$ cat src/rtl/ks_addsub_pipe.sv
`default_nettype none
// ============================================================================
// Module   : ks_addsub_pipe
// Brief    : Fully pipelined Kogge-Stone adder/subtractor with valid/ready
//            handshake, carry-out, signed overflow and zero flags.
//            Optional macro KS_ADDSUB_SAT_EN enables signed saturation.
// Revision : 1.0 - initial release
// ============================================================================
module ks_addsub_pipe #(
  parameter int WIDTH = 32
) (
  input  logic             clk,
  input  logic             rst,
  input  logic             in_valid,
  output logic             in_ready,
  input  logic [WIDTH-1:0] a,
  input  logic [WIDTH-1:0] b,
  input  logic             cin,
  input  logic             sub,
  output logic             out_valid,
  input  logic             out_ready,
  output logic [WIDTH-1:0] sum,
  output logic             cout,
  output logic             ovf,
  output logic             zero
);

  localparam int STAGES = $clog2(WIDTH);
  localparam int LAT    = STAGES + 2;

  logic             en;
  logic [WIDTH-1:0] b_eff;
  logic             c_eff;
  logic [WIDTH-1:0] carry;
  logic [WIDTH-1:0] sum_raw;

  // Index 0 is the level-0 register, index s holds prefix level s.
  logic [STAGES:0][WIDTH-1:0]   g_q, g_d;
  logic [STAGES:0][WIDTH-1:0]   p0_q, p0_d;
  logic [STAGES-1:0][WIDTH-1:0] p_q, p_d;
  logic [STAGES:0]              c_q, c_d;
  logic [LAT-1:0]               v_q, v_d;

  logic [WIDTH-1:0] sum_q, sum_d;
  logic             cout_q, cout_d;
  logic             ovf_q, ovf_d;
  logic             zero_q, zero_d;

  always_comb begin
    en    = ~v_q[LAT-1] | out_ready;
    b_eff = sub ? ~b : b;
    c_eff = sub ? ~cin : cin;
    v_d   = {v_q[LAT-2:0], in_valid};

    g_d  = g_q;
    p_d  = p_q;
    p0_d = p0_q;
    c_d  = c_q;

    p_d[0]    = a ^ b_eff;
    g_d[0]    = a & b_eff;
    g_d[0][0] = (a[0] & b_eff[0]) | (c_eff & p_d[0][0]);
    p0_d[0]   = a ^ b_eff;
    c_d[0]    = c_eff;

    for (int s = 1; s <= STAGES; s++) begin
      p0_d[s] = p0_q[s-1];
      c_d[s]  = c_q[s-1];
      for (int i = 0; i < WIDTH; i++) begin
        if (i >= (1 << (s - 1))) begin
          g_d[s][i] = g_q[s-1][i] | (p_q[s-1][i] & g_q[s-1][i - (1 << (s - 1))]);
        end else begin
          g_d[s][i] = g_q[s-1][i];
        end
      end
    end

    // The last level only needs generate terms, so propagate stops one short.
    for (int s = 1; s < STAGES; s++) begin
      for (int i = 0; i < WIDTH; i++) begin
        if (i >= (1 << (s - 1))) begin
          p_d[s][i] = p_q[s-1][i] & p_q[s-1][i - (1 << (s - 1))];
        end else begin
          p_d[s][i] = p_q[s-1][i];
        end
      end
    end

    carry   = g_q[STAGES];
    sum_raw = p0_q[STAGES] ^ {carry[WIDTH-2:0], c_q[STAGES]};
    cout_d  = carry[WIDTH-1];
    ovf_d   = carry[WIDTH-2] ^ carry[WIDTH-1];
    sum_d   = sum_raw;
`ifdef KS_ADDSUB_SAT_EN
    // On overflow the operand sign is the inverse of the wrapped result sign.
    if (ovf_d) begin
      sum_d = sum_raw[WIDTH-1] ? {1'b0, {(WIDTH-1){1'b1}}} : {1'b1, {(WIDTH-1){1'b0}}};
    end
`endif
    zero_d = ~|sum_d;
  end

  always_ff @(posedge clk) begin
    if (rst) begin
      v_q    <= '0;
      sum_q  <= '0;
      cout_q <= 1'b0;
      ovf_q  <= 1'b0;
      zero_q <= 1'b0;
    end else if (en) begin
      v_q    <= v_d;
      g_q    <= g_d;
      p_q    <= p_d;
      p0_q   <= p0_d;
      c_q    <= c_d;
      sum_q  <= sum_d;
      cout_q <= cout_d;
      ovf_q  <= ovf_d;
      zero_q <= zero_d;
    end
  end

  assign in_ready  = en;
  assign out_valid = v_q[LAT-1];
  assign sum       = sum_q;
  assign cout      = cout_q;
  assign ovf       = ovf_q;
  assign zero      = zero_q;

endmodule
`default_nettype wire

$ cat config.mk
export PLATFORM = sky130hd
export DESIGN_NAME = ks_addsub_pipe
export DESIGN_NICKNAME = d
export VERILOG_FILES = /design/src/rtl/ks_addsub_pipe.sv
export SDC_FILE = /design/constraint.sdc
export NUM_CORES = 1
export LEC_CHECK = 0
export ABC_AREA = 0
export CAP_MARGIN = 25
export CORE_UTILIZATION = 45
export CTS_BUF_LIST = sky130_fd_sc_hd__clkbuf_16
export DETAILED_ROUTE_END_ITERATION = 8
export DONT_BUFFER_PORTS = 1
export GPL_ROUTABILITY_DRIVEN = 0
export SLEW_MARGIN = 5
export SYNTH_ARGS = -nofsm -noshare
export SYNTH_HDL_FRONTEND = slang
export SYNTH_SLANG_ARGS = --single-unit
$ cat constraint.sdc
create_clock -name clk -period 27.6 [get_ports clk]
set_input_delay 8.28 -clock clk [delete_from_list [all_inputs] [get_ports clk]]
set_output_delay 8.28 -clock clk [all_outputs]
set_load 0.005 [all_outputs]
==> qor.log <==
qor: yosys.avgSynthCellArea 19.13 sq um
qor: floorplanning.die_area 42450 sq um
qor: placement.port_buffers 0
qor: routing.drc 0
qor: floorplanning.floorplan.core_area 40920 sq um
qor: final_layout.sequential_standard_cell_area 15490 sq um
qor: sta.slew_headroom 32.56%
qor: setup_path.critical_path.cell_chain nor2b_4 -> inv_2
qor: sta.holdWs 0.4135 ns
qor: global_route.vias_in_the_first_global_route 7731
qor: setup_path.critPathLaunchType input pin
qor: sta.post-route-worst-setup-slack 10.52 ns
qor: final_layout.mostFrequentLayoutCells sky130_fd_sc_hd__edfxtp_1 (488), sky130_fd_sc_hd__a21o_1 (130), sky130_fd_sc_hd__and2_1 (98)
qor: power.power.density_cell_area 80.89 nW/um^2
qor: yosys.syn-instance-count 979
qor: yosys.syn_area 18730 sq um
qor: yosys.yosys.area.top_type_share 78.23%
qor: clock_network.clock_tree.root_cell sky130_fd_sc_hd__clkbuf_16
qor: sta.slew_violations 0
qor: routing.drt.antenna.violating_nets 0
qor: clock_network.post-cts-setup-buffers 0
qor: global_route.grt_use_total 13.63%
qor: sta.finalClockSkew 0.01057 ns
qor: setup_path.path_max_fanout 28
qor: setup_path.critPathTopFamily buffers and inverters
qor: yosys.post_synth_num_cell_types 23
qor: sta.setup_viol 0
qor: yosys.synth_area_leader_cell sky130_fd_sc_hd__edfxtp_1
qor: global_route.antenna_violations_before_repair 0
qor: final_layout.area_growth_syn_to_layout 12.31%
qor: routing.dr_total_vias 7765
qor: sta.slew_at_the_pin_closest_to_its_max_slew_limit 1.012 ns
qor: clock_network.clk-insertion-delay-late 0.58 ns
qor: sta.finalWorstPathRequiredPeriod 17.08 ns
qor: yosys.mappedNetlistNets 1081
qor: yosys.synth_top_cells_by_area sky130_fd_sc_hd__edfxtp_1 (78%), sky130_fd_sc_hd__a21o_1 (5.2%), sky130_fd_sc_hd__dfxtp_1 (4.5%)
qor: setup_path.setup.worst_path.end_class output pin
qor: run.max_cap_violations 0
qor: floorplanning.die-width 206.0 um
qor: global_route.globalRoute.totalOverflow 0
qor: clock_network.clock_tree_from_tritoncts built
qor: final_layout.nNetsFinal 1124
qor: final_layout.layout-drive-gt1-share 7.634%
qor: placement.detailed_place_hpwl 19060 um
qor: clock_network.cts_inserted_buffers 52
qor: sta.max_freq 0.05856 GHz
qor: routing.routedWlPerCell 17.96 um
qor: setup_path.worst-endpoint-arrival 8.80 ns
qor: global_route.global_route_wire_length_before_repair 42990 um
qor: routing.vias_per_cell 4.874
qor: placement.placement.setup.worst_slack 10.19 ns
qor: setup_path.startpoint out_ready
qor: setup_path.worst_ep_required_time 19.32 ns
qor: clock_network.cts_hold_repair.buffers 0
qor: final_layout.mostFrequentLayoutCell sky130_fd_sc_hd__edfxtp_1
qor: clock_network.clock_sinks 530
qor: setup_path.regToRegStartpoint v_q[6]
qor: setup_path.slowest_stage sky130_fd_sc_hd__inv_2
qor: yosys.share_of_the_yosys_chip_area_belonging_to_registers 82.72%
qor: setup_path.critPathMaxStageDelay 0.26 ns
qor: setup_path.timing.critical_path.buf_inv 1
qor: worst_hold_path.holdCritPathClass reg2reg
qor: sta.timing_hold_violations_final 0
qor: final_layout.fill_cells 3289
qor: worst_hold_path.hold_path_depth 0
qor: setup_path.critical_path_depth 2
qor: clock_network.cts_h_tree_depth 2
qor: clock_network.max-clock-path-buffers 3
qor: routing.totalWireLength 28610 um
qor: setup_path.worst_r2r_path_depth 6
qor: yosys.yosys_warnings 0
qor: worst_hold_path.worstHoldStart p0_d[94]
qor: yosys.synth.ff_latch_count 530
qor: final_layout.multi_input_comb_area 3139 sq um
qor: routing.detailedRoute.firstPassIterationCount 5
qor: floorplanning.boundaryPins 107
qor: power.max-vdd-ir-drop 0.00004654 V
qor: clock_network.path_clk_slew 0.06 ns
qor: floorplanning.core.rowCount 74
qor: sta.min_period_over_period 61.87%
qor: run_status.outcome finished clean
qor: setup_path.kind_of_critical_path in2out
qor: clock_network.cts_resized 0
qor: sta.unrepaired_setup_endpoints_after_global_routing false
qor: global_route.grt_start_max_net_pins 176
qor: floorplanning.floorplan.initialDensity 45.77%
qor: routing.drt_first_iter_violations 565
qor: final_layout.antenna_cells_inserted 0
qor: floorplanning.die-height 206.0 um
qor: power.leakage 7.755 nW
qor: sta.fin_setup_tns 0 ns
[final timing paths]
path          endpoint  slack, ns
max           in_ready      10.52
min reg2reg  p0_d[126]       0.41
max reg2reg   g_d[164]      23.73
min          p0_d[126]       0.41
[per-layer routing]
metal,up-vias,global-route usage [%],wire [um]
li1,3813,-,-
met3,44,3.390,1620
met1,3747,18.71,13200
met4,0,5.121,667
met2,161,21.05,13120
met5,-,0,0
[kinds of logic after synthesis]
group                      Yosys count  share of synthesized area, %
DFF                                530                         82.72
xor gates and xnor gates            66                         3.086
adders and majority gates           32                         2.137
buffers and inverters               19                        0.5209
and+or+nand+nor                    161                         4.789
AOI/OAI and AO/OA                  171                         6.746
[Yosys cell counts]
library cell / n
sky130_fd_sc_hd__edfxtp_1: 488
sky130_fd_sc_hd__a21o_1: 130
sky130_fd_sc_hd__and2_1: 98
sky130_fd_sc_hd__dfxtp_1: 42
sky130_fd_sc_hd__nor2_1: 35
sky130_fd_sc_hd__a211oi_1: 33
sky130_fd_sc_hd__xnor2_1: 33
sky130_fd_sc_hd__xor2_1: 33
sky130_fd_sc_hd__ha_1: 32
sky130_fd_sc_hd__nand2_1: 15
sky130_fd_sc_hd__buf_2: 9
sky130_fd_sc_hd__nand4_1: 8
sky130_fd_sc_hd__a21oi_1: 7
sky130_fd_sc_hd__clkbuf_1: 6
sky130_fd_sc_hd__buf_4: 2
sky130_fd_sc_hd__buf_6: 1
sky130_fd_sc_hd__inv_2: 1
sky130_fd_sc_hd__nand3b_1: 1
sky130_fd_sc_hd__nor2_4: 1
sky130_fd_sc_hd__nor2b_4: 1
sky130_fd_sc_hd__nor4_1: 1
sky130_fd_sc_hd__o21ai_1: 1
sky130_fd_sc_hd__or4_1: 1
[power breakdown]
group | total (mW) | switching, mW | internal, mW
clock network | 0.668 | 0.279 | 0.389
logic | 0.0550 | 0.0298 | 0.0252
registers | 0.979 | 0.0323 | 0.947
[through the flow]
step / util [%] / power [mW] / area (sq um) / cells
after detailed placement: 47.36 / 1.053 / 19380 / 1499
after CTS: 51.36 / 1.721 / 21020 / 1592
after global placement: 47.29 / 1.050 / 19350 / 1498
final: 51.41 / 1.702 / 21040 / 1593
after global routing: 51.41 / 1.764 / 21040 / 1593
after floorplan: - / 1.031 / 18730 / 979
[final cells by class]
cell class	instances	area share (%)
flip-flops and latches	530	73.65
multi-input cells	430	14.92
clock buffers	54	6.423
well taps	532	3.164
clock inverters	39	1.356
repair buffers	7	0.4639
inverters	1	0.01784
[flip-flops by register name (all words and copies together), names as in the netlist]
signal	count
carry	32
p_d	1
g_q	129
p0_q	32
p_q	129
zero	1
g_d	31
v_q	7
cout	1
c_q	6
sum	32
p0_d	128
ovf	1
Power figures use the tool's default switching activity.
